<file path="src/rtl/mmio_pkg.sv">
`default_nettype none
// ============================================================================
// Module      : mmio_pkg
// Description : Shared constants and types for the MMIO responder: register
//               offsets inside the 32-byte window, STATUS bit positions and
//               the UART transmitter state encoding.
// Revision    : 1.0  initial release
// ============================================================================
package mmio_pkg;

    // Register offsets (address[4:0])
    localparam logic [4:0] OFF_HALT      = 5'h00;
    localparam logic [4:0] OFF_SIG_BEGIN = 5'h04;
    localparam logic [4:0] OFF_SIG_END   = 5'h08;
    localparam logic [4:0] OFF_TXDATA    = 5'h0C;
    localparam logic [4:0] OFF_STATUS    = 5'h10;

    // STATUS register bit positions
    localparam int STAT_FULL = 0;
    localparam int STAT_BUSY = 1;
    localparam int STAT_OVF  = 2;

    typedef enum logic [1:0] {
        UART_IDLE  = 2'd0,
        UART_START = 2'd1,
        UART_DATA  = 2'd2,
        UART_STOP  = 2'd3
    } uart_state_t;

endpackage
`default_nettype wire

</file>
<file path="src/rtl/uart_tx.sv">
`default_nettype none
// ============================================================================
// Module      : uart_tx
// Description : 8N1 serial transmitter. Accepts a byte when valid & ready,
//               then sends start bit, 8 data bits LSB first and a stop bit,
//               each lasting CLK_DIV clocks. The line output is registered
//               from the current state, so it trails the state by one clock.
// Ports       : clock, reset (sync, active-high)
//               valid, data[7:0] - byte offered by the FIFO
//               ready            - transmitter idle, byte taken when valid
//               tx               - serial line, idle high
// Revision    : 1.0  initial release
// ============================================================================
module uart_tx
    import mmio_pkg::*;
#(
    parameter int CLK_DIV = 868
) (
    input  logic       clock,
    input  logic       reset,
    input  logic       valid,
    input  logic [7:0] data,
    output logic       ready,
    output logic       tx
);

    localparam int                 c_cnt_w    = (CLK_DIV > 2) ? $clog2(CLK_DIV) : 1;
    localparam logic [c_cnt_w-1:0] c_cnt_load = c_cnt_w'(CLK_DIV - 1);

    uart_state_t        r_state;
    logic [c_cnt_w-1:0] r_cnt;
    logic [7:0]         r_shift;
    logic [2:0]         r_bit;
    logic               r_tx;

    always_ff @(posedge clock) begin
        if (reset) begin
            r_state <= UART_IDLE;
            r_cnt   <= '0;
            r_shift <= '0;
            r_bit   <= '0;
            r_tx    <= 1'b1;
        end else begin
            case (r_state)
                UART_IDLE: begin
                    r_tx <= 1'b1;
                    if (valid) begin
                        r_shift <= data;
                        r_cnt   <= c_cnt_load;
                        r_bit   <= '0;
                        r_state <= UART_START;
                    end
                end
                UART_START: begin
                    r_tx <= 1'b0;
                    if (r_cnt == '0) begin
                        r_cnt   <= c_cnt_load;
                        r_state <= UART_DATA;
                    end else begin
                        r_cnt <= r_cnt - c_cnt_w'(1);
                    end
                end
                UART_DATA: begin
                    r_tx <= r_shift[0];
                    if (r_cnt == '0) begin
                        r_cnt <= c_cnt_load;
                        if (r_bit == 3'd7) begin
                            r_state <= UART_STOP;
                        end else begin
                            r_shift <= {1'b0, r_shift[7:1]};
                            r_bit   <= r_bit + 3'd1;
                        end
                    end else begin
                        r_cnt <= r_cnt - c_cnt_w'(1);
                    end
                end
                UART_STOP: begin
                    r_tx <= 1'b1;
                    if (r_cnt == '0) begin
                        r_state <= UART_IDLE;
                    end else begin
                        r_cnt <= r_cnt - c_cnt_w'(1);
                    end
                end
                default: r_state <= UART_IDLE;
            endcase
        end
    end

    assign ready = (r_state == UART_IDLE);
    assign tx    = r_tx;

endmodule
`default_nettype wire

</file>
<file path="src/rtl/mmio_dev.sv">
`default_nettype none
// ============================================================================
// Module      : mmio_dev
// Description : Memory-mapped responder in a 32-byte window at BASE. Holds a
//               sticky halt flag, signature range registers and a console TX
//               FIFO drained by an 8N1 UART transmitter.
// Ports       : clock, reset (sync, active-high)
//               mem_load, mem_store, address, store_data - CPU data bus
//               load_data - combinational read data (0 when not hit)
//               hit       - address falls inside the window
//               halt, sig_begin, sig_end - register outputs
//               uart_tx   - serial line, idle high
// Revision    : 1.0  initial release
// ============================================================================
module mmio_dev
    import mmio_pkg::*;
#(
    parameter int              XLEN       = 32,
    parameter logic [XLEN-1:0] BASE       = 32'h20000000,
    parameter int              CLK_DIV    = 868,
    parameter int              FIFO_DEPTH = 16
) (
    input  logic            clock,
    input  logic            reset,
    input  logic            mem_load,
    input  logic            mem_store,
    input  logic [XLEN-1:0] address,
    input  logic [XLEN-1:0] store_data,
    output logic [XLEN-1:0] load_data,
    output logic            hit,
    output logic            halt,
    output logic [XLEN-1:0] sig_begin,
    output logic [XLEN-1:0] sig_end,
    output logic            uart_tx
);

    localparam int                 c_ptr_w      = $clog2(FIFO_DEPTH);
    localparam logic [c_ptr_w:0]   c_full_count = (c_ptr_w + 1)'(FIFO_DEPTH);

    logic [4:0]         w_off;
    logic               w_hit;
    logic               w_wr;
    logic               w_push_req;
    logic               w_push;
    logic               w_pop;
    logic               w_full;
    logic               w_nonempty;
    logic               w_busy;
    logic               w_uart_ready;
    logic [XLEN-1:0]    w_rdata;
    logic               w_unused_load;

    logic               r_halt;
    logic [XLEN-1:0]    r_sig_begin;
    logic [XLEN-1:0]    r_sig_end;
    logic               r_overflow;
    logic [7:0]         r_fifo [FIFO_DEPTH];
    logic [c_ptr_w-1:0] r_wr_ptr;
    logic [c_ptr_w-1:0] r_rd_ptr;
    logic [c_ptr_w:0]   r_count;

    // Reads have no side effects, so the load strobe is not needed.
    assign w_unused_load = mem_load;

    assign w_off      = address[4:0];
    assign w_hit      = (address[XLEN-1:5] == BASE[XLEN-1:5]);
    assign w_wr       = mem_store & w_hit;
    assign w_full     = (r_count == c_full_count);
    assign w_nonempty = (r_count != '0);
    assign w_push_req = w_wr & (w_off == OFF_TXDATA);
    // Fullness uses the pre-edge count: a same-cycle pop does not make room.
    assign w_push     = w_push_req & ~w_full;
    assign w_pop      = w_nonempty & w_uart_ready;
    assign w_busy     = ~w_uart_ready | w_nonempty;

    always_ff @(posedge clock) begin
        if (reset) begin
            r_halt      <= 1'b0;
            r_sig_begin <= '0;
            r_sig_end   <= '0;
            r_overflow  <= 1'b0;
        end else if (w_wr) begin
            case (w_off)
                OFF_HALT:      if (store_data[0]) r_halt <= 1'b1;
                OFF_SIG_BEGIN: r_sig_begin <= store_data;
                OFF_SIG_END:   r_sig_end   <= store_data;
                OFF_TXDATA:    if (w_full) r_overflow <= 1'b1;
                OFF_STATUS:    if (store_data[STAT_OVF]) r_overflow <= 1'b0;
                default:       ;
            endcase
        end
    end

    // Storage carries no reset; pointers and count define validity.
    always_ff @(posedge clock) begin
        if (w_push) r_fifo[r_wr_ptr] <= store_data[7:0];
    end

    always_ff @(posedge clock) begin
        if (reset) begin
            r_wr_ptr <= '0;
            r_rd_ptr <= '0;
            r_count  <= '0;
        end else begin
            if (w_push) r_wr_ptr <= r_wr_ptr + c_ptr_w'(1);
            if (w_pop)  r_rd_ptr <= r_rd_ptr + c_ptr_w'(1);
            case ({w_push, w_pop})
                2'b10:   r_count <= r_count + (c_ptr_w + 1)'(1);
                2'b01:   r_count <= r_count - (c_ptr_w + 1)'(1);
                default: r_count <= r_count;
            endcase
        end
    end

    uart_tx #(
        .CLK_DIV (CLK_DIV)
    ) u_uart_tx (
        .clock (clock),
        .reset (reset),
        .valid (w_nonempty),
        .data  (r_fifo[r_rd_ptr]),
        .ready (w_uart_ready),
        .tx    (uart_tx)
    );

    always_comb begin
        w_rdata = '0;
        if (w_hit) begin
            case (w_off)
                OFF_HALT:      w_rdata[0] = r_halt;
                OFF_SIG_BEGIN: w_rdata = r_sig_begin;
                OFF_SIG_END:   w_rdata = r_sig_end;
                OFF_STATUS: begin
                    w_rdata[STAT_OVF]  = r_overflow;
                    w_rdata[STAT_BUSY] = w_busy;
                    w_rdata[STAT_FULL] = w_full;
                end
                default:       w_rdata = '0;
            endcase
        end
    end

    assign load_data = w_rdata;
    assign hit       = w_hit;
    assign halt      = r_halt;
    assign sig_begin = r_sig_begin;
    assign sig_end   = r_sig_end;

endmodule
`default_nettype wire

</file>
<file path="config.mk">
export PLATFORM = sky130hd
export DESIGN_NAME = mmio_dev
export DESIGN_NICKNAME = d
export VERILOG_FILES = /design/src/rtl/mmio_pkg.sv /design/src/rtl/uart_tx.sv /design/src/rtl/mmio_dev.sv
export SDC_FILE = /design/constraint.sdc
export NUM_CORES = 1
export LEC_CHECK = 0
export BUFFER_PORTS_ARGS = -buffer_cell sky130_fd_sc_hd__buf_4
export CORE_MARGIN = 1.5
export CORE_UTILIZATION = 30
export CTS_CLUSTER_SIZE = 30
export DETAILED_ROUTE_END_ITERATION = 6
export GPL_TIMING_DRIVEN = 0
export PLACE_DENSITY = 0.46
export RECOVER_POWER = 50
export SLEW_MARGIN = 20
export SYNTH_ARGS = -nofsm -noshare
export SYNTH_HDL_FRONTEND = slang
export SYNTH_SLANG_ARGS = --single-unit
</file>
<file path="constraint.sdc">
create_clock -name clock -period 2.89 [get_ports clock]
set_input_delay 0.1445 -clock clock [delete_from_list [all_inputs] [get_ports clock]]
set_output_delay 0.1445 -clock clock [all_outputs]
set_load 0.02 [all_outputs]
</file>
# After elaboration in Yosys (flattened, before gate mapping)

Memory sizes are Yosys's and may differ from the RTL's. A register that Yosys moved wholly into a read port is not among the register bits.
Cells that the tools add are included.

Bits in registers: 103
Latch bits: 0
Bits in writable memories: 128
Bits in read-only memories: 0
Output and inout port bits: 99
Word-level logic and storage cells: 94
Memories kept: 1

$add $sub $neg: 6
$mul: 0
Div/mod/pow operators: 0
Magnitude comparators: 0
Eq/ne operators: 21
Shift-type cells: 0
Multiplexer cells: 31
Bitwise logic cells: 7
Reduce and logical (&&, ||, !) cells: 16

Memory list:

| memory | words | width | rd ports | clocked after memory_dff | wr ports | RTL line       | text |
|---|---|---|---|---|---|---|---|
| r_fifo | 16    | 8     | 1        | 1                        | 1        | mmio_dev.sv:57 | `logic [7:0] r_fifo [FIFO_DEPTH];` |

Operators by type and width:

| kind                                                                     | count |
|---|---|
| 29-bit one-hot mux with 2 select lines                                   | 1 |
| 32-bit 2-to-1 mux                                                        | 1 |
| 10-bit 2-to-1 mux                                                        | 3 |
| 10-bit one-hot mux with 3 select lines                                   | 1 |
| 27-bit by 25-bit equality test with 1-bit output (second input constant) | 1 |
| 8-bit 2-to-1 mux                                                         | 3 |
| 8-bit one-hot mux with 2 select lines                                    | 1 |
| 5-bit by 4-bit equality test with 1-bit output (second input constant)   | 2 |
| 5-bit equality test (second input constant)                              | 2 |
| 10-bit zero test                                                         | 1 |
| 2-bit 2-to-1 mux                                                         | 5 |
| 2-bit != test (second input constant)                                    | 5 |
| 5-bit one-hot mux with 2 select lines                                    | 1 |
| 10-bit by 1-bit subtractor with 10-bit output (second input constant)    | 1 |
| 3-bit 2-to-1 mux                                                         | 3 |
| 4-bit by 1-bit adder with 4-bit output (second input constant)           | 2 |
| 4-bit 2-to-1 mux                                                         | 2 |
| 2-bit by 1-bit != test with 1-bit output (second input constant)         | 4 |
| 2-bit one-hot mux with 4 select lines                                    | 1 |
| 4-bit AND reduction                                                      | 2 |
| 2-bit equality test (second input constant)                              | 3 |
| 2-bit one-hot mux with 3 select lines                                    | 1 |
| 3-bit one-hot mux with 2 select lines                                    | 1 |
| 2-bit AND reduction                                                      | 3 |
| other kinds (20)                                                         | 31 |

# Depth between registers and ports, before layout

Gate-level depths: netlist of run 1.

Depth in word-level cells: 6
Depth in mapped cells: 15
Mapped depth without buffers: 12

# Modules after synthesis

A second synthesis of run 1 with hierarchy kept.

Cells, all modules: 848
Area, all modules: 10044.6 µm²

Modules (own cells, without submodules):

| module   | times used | cells an instance | area an instance (µm²) | seq. area each (µm²) |
|---|---|---|---|---|
| mmio_dev | 1          | 692               | 8673.3                 | 5505.3 |
| uart_tx  | 1          | 156               | 1371.3                 | 480.5 |

# Worst setup path before layout of run 1

No wires, ideal clock.

Path type: input port to flip-flop
From: input address[22]
To: register r_count[4]
Setup time: 0.121 ns
Data arrival time: 3.042 ns
Data required time: 2.769 ns
Setup slack: -0.273 ns
Stages on the path: 15
Buffers on the path: 3
Cells stage by stage: nor4_1 > and3_1 > nand3_2 > or3b_1 > buf_6 > buf_6 > ha_1 > clkbuf_1 > xor2_1 > ha_1 > a211o_1 > nand2_1 > nand3b_1 > a31oi_1 > mux2_2

Cells in the longest elaborated chain, start to end: 6
Elaborated cells on any way between the ends: 8
Classes of those cells: eq/ne (3); mux (1); bitwise (3); reduce/logical (1)

RTL lines:

| item                                                                                  | RTL line        | text |
|---|---|---|
| start, declared                                                                       | mmio_dev.sv:27  | `input logic [XLEN-1:0] address,` |
| 27-bit by 25-bit equality test with 1-bit output (*)                                  | mmio_dev.sv:66  | `assign w_hit = (address[XLEN-1:5] == BASE[XLEN-1:5]);` |
| 1-bit AND (*)                                                                         | mmio_dev.sv:67  | `assign w_wr = mem_store & w_hit;` |
| 1-bit AND (*)                                                                         | mmio_dev.sv:70  | `assign w_push_req = w_wr & (w_off == OFF_TXDATA);` |
| 1-bit AND (*)                                                                         | mmio_dev.sv:72  | `assign w_push = w_push_req & ~w_full;` |
| 2-bit by 1-bit equality test with 1-bit output or 2-bit equality test (tied branches) | mmio_dev.sv:107 | `case ({w_push, w_pop})` |
| 5-bit one-hot mux with 2 select lines or 2-bit nonzero test (tied branches)           | --              |  |
| end signal, assigned                                                                  | mmio_dev.sv:108 | `2'b10: r_count <= r_count + (c_ptr_w + 1)'(1);` |
| end signal, assigned                                                                  | mmio_dev.sv:109 | `2'b01: r_count <= r_count - (c_ptr_w + 1)'(1);` |
| end signal, assigned                                                                  | mmio_dev.sv:110 | `default: r_count <= r_count;` |
| end, declared                                                                         | mmio_dev.sv:60  | `logic [c_ptr_w:0] r_count;` |

Every way passes the cells marked *; elsewhere a longest branch is shown, timed or not.
A chain may end at the register's enable or synchronous reset.

# Final worst setup path of run 1

From: register r_count[0]
To: register r_count[4]

Cells in the longest elaborated chain, start to end: 5
Elaborated cells on any way between the ends: 11
Classes of those cells: add/sub (2); eq/ne (3); mux (1); bitwise (3); reduce/logical (2)

RTL lines:

| item                                                                                  | RTL line        | text |
|---|---|---|
| 5-bit equality test                                                                   | mmio_dev.sv:68  | `assign w_full = (r_count == c_full_count);` |
| 1-bit NOT                                                                             | mmio_dev.sv:72  |  |
| 1-bit AND                                                                             | mmio_dev.sv:72  |  |
| 2-bit by 1-bit equality test with 1-bit output or 2-bit equality test (tied branches) | mmio_dev.sv:107 |  |
| 5-bit one-hot mux with 2 select lines or 2-bit nonzero test (tied branches)           | --              |  |

Several ways; a longest one is shown, not always the timed one.

==> results.cfg, run 1 <==
[run_status]
run_status = finished clean

[pwr]
p_comb_share_pct = 26.7
p_sw_mw = 3.14
p_clk_share_pct = 36.0
p_leak_nw = 4.41
cellPowerDensity_nw_per_um2 = 775
vdd_drop_max_mv = 0.510
p_int_mw = 7.14
seqPwrFrac_pct = 37.3
swShare_pct = 30.6

[grt]
globalRouteTotalUtil_pct = 16.4
grt_pass1_vias = 7404
grt.overflow.total = 0
antenna_found_initial = 0
grt_max_degree = 20
grt_pass1_wl_um = 44700

[timing]
skew_ns = 0.0243
fin_hold_ws_ns = 0.149
rsz0062_at_grt = false
min_period_ns = 2.68
fmax_mhz = 373
fin_ws_ns = 0.206
final.setup.tns_ns = 0
slew_headroom_pct = 21.3
tightestPinTransition_ns = 1.18
maxSlewViolCount = 0
hold_viol = 0
post-route-period-util_pct = 92.9
setup_viol = 0

[clocking]
clock_sinks = 235
numCtsBuffers = 26
clockBufferDepth = 3
htreeDepth = 1
cts-root-buf = clkbuf_16
clk_pin_slew_ns = 0.06
cts_tree = done
clk_latency_ns = 0.56

[logic_synthesis]
yosysWarningCount = 0
synthXorXnorAreaFrac_pct = 1.03
synth-edff-count = 128
syn-cell-area_um2 = 10200
async_flop_share_pct = 0
synth.distinct_cells = 63
yosys.area_share.adder_pct = 2.09
synth_nets = 882
netlist_instances = 797
ys_seq_area_share_pct = 58.9
ys_ff_latch = 235
synth_flop_cell = edfxtp_1
synth_mux_area_share_pct = 14.9
synth_area_per_cell_um2 = 12.8
synth_compound_area_share_pct = 7.15
yosys.area_share.simple_pct = 12.5
synth_top_family_by_area = multiplexers

[layout]
fillers = 3268
final_cell_area_um2 = 13300
final_cell_mix = nor2_1, edfxtp_1, clkbuf_1
layout_commonest_cell = nor2_1
instances_no_fill = 1505
drive_gt1_share_pct = 22.5
finalNetCount = 1122
antennaDiodeCount = 0
syn2layout_area_growth_pct = 30.5

[placement]
dp_hpwl_um = 20400
dp.cells = 1418
place_area_um2 = 12200
place_ws_ns = -0.555
io_buffers = 164
gp_congestion = 0.800

[setup_path]
end_kind = flop
critical_path_arrival_ns = 3.11
worstSetupStartpointType = flop
required_ns = 3.32
cp_max_fo = 5
critPathKind = flop to flop

[drt]
drc_errors = 0
routed_wl_um = 28700
vias_per_cell = 4.81
vias = 7241
drt_iter0_drc = 443
wl_per_cell_um = 19.1
ant_nets = 0
dr.pass1.iters = 5

[floorplan]
core_um2 = 33400
io_pins = 167
die_area_um2 = 35000
num_rows = 67
dieHeight_um = 187
initial_core_util_pct = 30.4
dieWidth_um = 187

[flow_run]
cap_violations = 0

[hold_path]
hp-class = input pin to flop
-- cells by family (layout without fill, tap and decap cells) --
kind of cell	count (synthesis)	in the layout
adder cells (fa/ha/maj)	17	17
buffers and inverters	70	330
multiplexers	110	110
flip-flops	235	235
AO/OA/AOI/OAI	101	101
AND/OR/NAND/NOR	252	252
XOR/XNOR	12	12
-- what timing repair did --
action | in CTS | in global routing
pin swaps | 2 | 4
endpoints found under the setup margin | 2 | 1
endpoints found under the hold margin | 184 | 0
hold buffers | 37 | 0
buffers inserted | 3 | 2
resized for setup | 6 | 5
-- critical path: stages, from the launching register on --
cell and delay (ns):
dfxtp_1 0.45, nor4_4 0.07, nand2_1 0.09, or3b_4 0.39, buf_12 0.14, ha_4 0.17
buf_4 0.14, ha_1 0.31, nor3b_1 0.19, o21ai_1 0.09, a31oi_1 0.18, mux2_2 0.35
-- layer usage --
layer  track usage, %  share of wire, %  up-vias  routed length, um
li1                 -                 -     3457                  -
met1             22.5                46     3561              13300
met2             26.6                46      192              13200
met3             3.70               6.0       31               1730
met4             3.47               1.6        0                456
met5                0                 0        -                  0
-- synth_stat cells, types with 2 or more instances --
| master | instances | area, um^2 |
|---|---|---|
| nor3b_1 | 4 | 30.0 |
| nor4b_2 | 3 | 45.0 |
| mux4_2 | 33 | 743 |
| inv_1 | 13 | 48.8 |
| nand3b_1 | 3 | 22.5 |
| a21oi_1 | 18 | 90.1 |
| nor2b_1 | 11 | 68.8 |
| nand4_1 | 7 | 43.8 |
| o21ai_0 | 10 | 50.1 |
| a22oi_1 | 30 | 225 |
| edfxtp_1 | 128 | 3840 |
| dfxtp_1 | 107 | 2140 |
| a222oi_1 | 3 | 30.0 |
| a311oi_1 | 7 | 61.3 |
| buf_8 | 2 | 30.0 |
| xor2_1 | 10 | 87.6 |
| clkbuf_1 | 31 | 116 |
| and4_1 | 2 | 17.5 |
| nand2b_1 | 11 | 68.8 |
| nand3_1 | 11 | 55.1 |
| nor4_1 | 8 | 50.1 |
| nand2_1 | 21 | 78.8 |
| ha_1 | 17 | 213 |
| a211oi_1 | 9 | 67.6 |
| buf_2 | 11 | 55.1 |
| buf_4 | 6 | 45.0 |
| and3_1 | 4 | 25.0 |
| nor2_1 | 132 | 495 |
| nor4_2 | 7 | 87.6 |
| nor3_1 | 18 | 90.1 |
| xnor2_1 | 2 | 17.5 |
| buf_1 | 3 | 11.3 |
| a211o_1 | 9 | 78.8 |
| mux2i_1 | 75 | 751 |
| buf_6 | 3 | 33.8 |
-- power groups by stage --
stage          combinational (mW)  clock, mW  sequential [mW]
2_1_floorplan                1.94          0             3.86
3_3_place_gp                 2.66          0             3.88
6_report                     2.74       3.70             3.83
5_1_grt                      3.08       3.94             3.85
3_5_place_dp                 2.67          0             3.88
4_1_cts                      2.77       3.79             3.82
-- flip-flops by register name, indices dropped and copies added, names as in the netlist, named ones only --
name,cells
halt,1
r_count,5
r_fifo,128
r_overflow,1
r_rd_ptr,4
r_wr_ptr,4
sig_begin,32
sig_end,32
u_uart_tx.r_bit,3
u_uart_tx.r_cnt,10
u_uart_tx.r_shift,8
u_uart_tx.r_state,2
u_uart_tx.tx,1
-- through the flow --
step | power (mW) | utilization, %
floorplan | 5.80 | -
global placement | 6.54 | 36.0
detailed placement | 6.55 | 36.4
CTS | 10.4 | 40.5
global route | 10.9 | 39.7
finish | 10.3 | 39.7
-- path summary, 6_finish.rpt --
check                            start                   end  slack (ns)  depth (start not counted)
hold reg to reg   u_uart_tx.r_shift[7]  u_uart_tx.r_shift[6]        0.46                          2
hold / removal                   reset            r_count[4]        0.15                          3
setup reg to reg            r_count[0]            r_count[4]        0.21                         11
setup / recovery            r_count[0]            r_count[4]        0.21                         11
-- final cells by class --
class / count / area [um^2] / share of cell area [%]
clock inverters: 16 / 270 / 2.04
repair buffers: 215 / 1430 / 10.8
flip-flops and latches: 235 / 5990 / 45.1
plain buffers: 54 / 274 / 2.07
well taps: 448 / 561 / 4.23
inverters: 13 / 48.8 / 0.368
multi-input cells: 492 / 3990 / 30.1
clock buffers: 32 / 703 / 5.30
Power figures use the tool's default switching activity.
==> run 2: changes to the inputs <==
==> constraint.sdc (replaced) <==
create_clock -name clock -period 2.89 [get_ports clock]
set_input_delay 0.1445 -clock clock [delete_from_list [all_inputs] [get_ports clock]]
set_output_delay 0.1445 -clock clock [all_outputs]
set_load 0.005 [all_outputs]
==> run 2 against run 1 <==
Clock power hardly changed; critical path type unchanged; fmax is 0.48% higher; sequential cell count stayed put; wire length hardly changed.
==> results.cfg, run 2 (synthesis results as in run 1) <==
[pwr]
p_leak_nw = 4.56
p_int_mw = 7.14
seqPwrFrac_pct = 37.3
power_mw = 10.3
p_clk_share_pct = 36.0
p_sw_mw = 3.14
swShare_pct = 30.5
cellPowerDensity_nw_per_um2 = 766
vdd_drop_max_mv = 0.507
p_comb_share_pct = 26.7

[setup_path]
critPathBufInv = 2
cp_max_fo = 5
end_kind = flop
critical_path_arrival_ns = 3.10
critPathKind = flop to flop
worstSetupStartpointType = flop
worstPathCellList = nor4_4, nand2_1, or3b_4, buf_12, ha_4, buf_4, ha_1, nor3b_1, o21ai_1, a31oi_1, mux2_2
required_ns = 3.32
path_delay_family = simple AND/OR/NAND/NOR gates
cp_slowest_stage_delay_ns = 0.45
slowest_stage = dfxtp_1

[timing]
skew_ns = 0.0253
fin_ws_ns = 0.219
hold_viol = 0
slew_headroom_pct = 21.4
rsz0062_at_grt = false
post-route-period-util_pct = 92.4
maxSlewViolCount = 0
fmax_mhz = 374
tightestPinTransition_ns = 1.18
fin_hold_ws_ns = 0.157
setup_viol = 0
min_period_ns = 2.67

[clocking]
clock_sinks = 235
cts_tree = done
clk_latency_ns = 0.56
clockBufferDepth = 3
cts-root-buf = clkbuf_16
htreeDepth = 1
clk_pin_slew_ns = 0.06
numCtsBuffers = 26

[floorplan]
die_area_um2 = 35000
num_rows = 67
dieWidth_um = 187
initial_core_util_pct = 30.4
io_pins = 167
core_um2 = 33400
dieHeight_um = 187

[placement]
io_buffers = 164
gp_congestion = 0.800
place_ws_ns = -0.555
dp.cells = 1418
dp_hpwl_um = 20400

[run_status]
run_status = finished clean

[grt]
antenna_found_initial = 0
globalRouteTotalUtil_pct = 16.4
grt_pass1_wl_um = 44700
grt_max_degree = 20
grt.overflow.total = 0
grt_pass1_vias = 7404

[layout]
fillers = 3228
final_cell_mix = nor2_1, edfxtp_1, dfxtp_1
antennaDiodeCount = 0
register_area_um2 = 5990
largest_reg_flops = 128
layout_commonest_cell = nor2_1
finalNetCount = 1122
multi_input_area_um2 = 3990
syn2layout_area_growth_pct = 32.1
drive_gt1_share_pct = 26.5
final_core_utilization_pct = 40.1
regMostFlops = r_fifo
instances_no_fill = 1505

[drt]
drt_iter0_drc = 439
vias_per_cell = 4.82
routed_wl_um = 28700
dr.pass1.iters = 5
ant_nets = 0
drc_errors = 0
wl_per_cell_um = 19.1
vias = 7258

[flow_run]
cap_violations = 0

[hold_path]
hp-class = input pin to flop
run 2: worst register-to-register path, delay by kind of cell (launching register included):
family / cells / cell delay, ns
DFF: 1 / 0.45
buffers and inverters: 2 / 0.28
AOI/OAI and AO/OA: 2 / 0.26
muxes: 1 / 0.35
and+or+nand+nor: 4 / 0.75
adders and majority gates: 2 / 0.48
run 2: stage by stage:
step           cell area, um^2  TNS, ns
2_1_floorplan            10200  -0.0428
3_3_place_gp             12000   -54.09
3_5_place_dp             12200    -1.04
4_1_cts                  13600        0
5_1_grt                  13400        0
6_report                 13400        0
run 2: what timing repair did:
item	in CTS	in global routing
pin swaps	2	4
endpoints found under the hold margin	184	0
hold buffers	37	0
resized for setup	6	5
endpoints found under the setup margin	2	1
gates cloned	0	0
buffers inserted	3	2
run 2: layer usage:
layer / track usage, % / share of wire [%]
met5: 0 / 0
met1: 22.5 / 46
met4: 3.47 / 1.6
met3: 3.70 / 6.6
met2: 26.6 / 46
run 2: worst paths after layout:
kind | startpoint | endpoint | slack, ns | depth (start not counted)
worst min register to register | u_uart_tx.r_shift[7] | u_uart_tx.r_shift[6] | 0.46 | 2
worst max-delay path | r_count[0] | r_count[4] | 0.22 | 11
worst max register to register | r_count[0] | r_count[4] | 0.22 | 11
worst min-delay path | mem_store | r_wr_ptr[0] | 0.16 | 5
run 2: layout make-up:
cell class                      count  share of cell area (%)
Multi-Input combinational cell    492                    29.7
Tap cell                          448                    4.18
Sequential cell                   235                    44.6
Clock inverter                     16                    2.01
Timing Repair Buffer              215                    11.8
Inverter                           13                   0.364
Clock buffer                       32                    5.24
Buffer                             54                    2.04
run 2: power groups by stage:
stage | registers (mW) | clock network (mW) | logic (mW)
finish | 3.83 | 3.70 | 2.74
global route | 3.85 | 3.94 | 3.08
CTS | 3.82 | 3.79 | 2.77
detailed placement | 3.88 | 0 | 2.66
global placement | 3.88 | 0 | 2.65
floorplan | 3.85 | 0 | 1.94
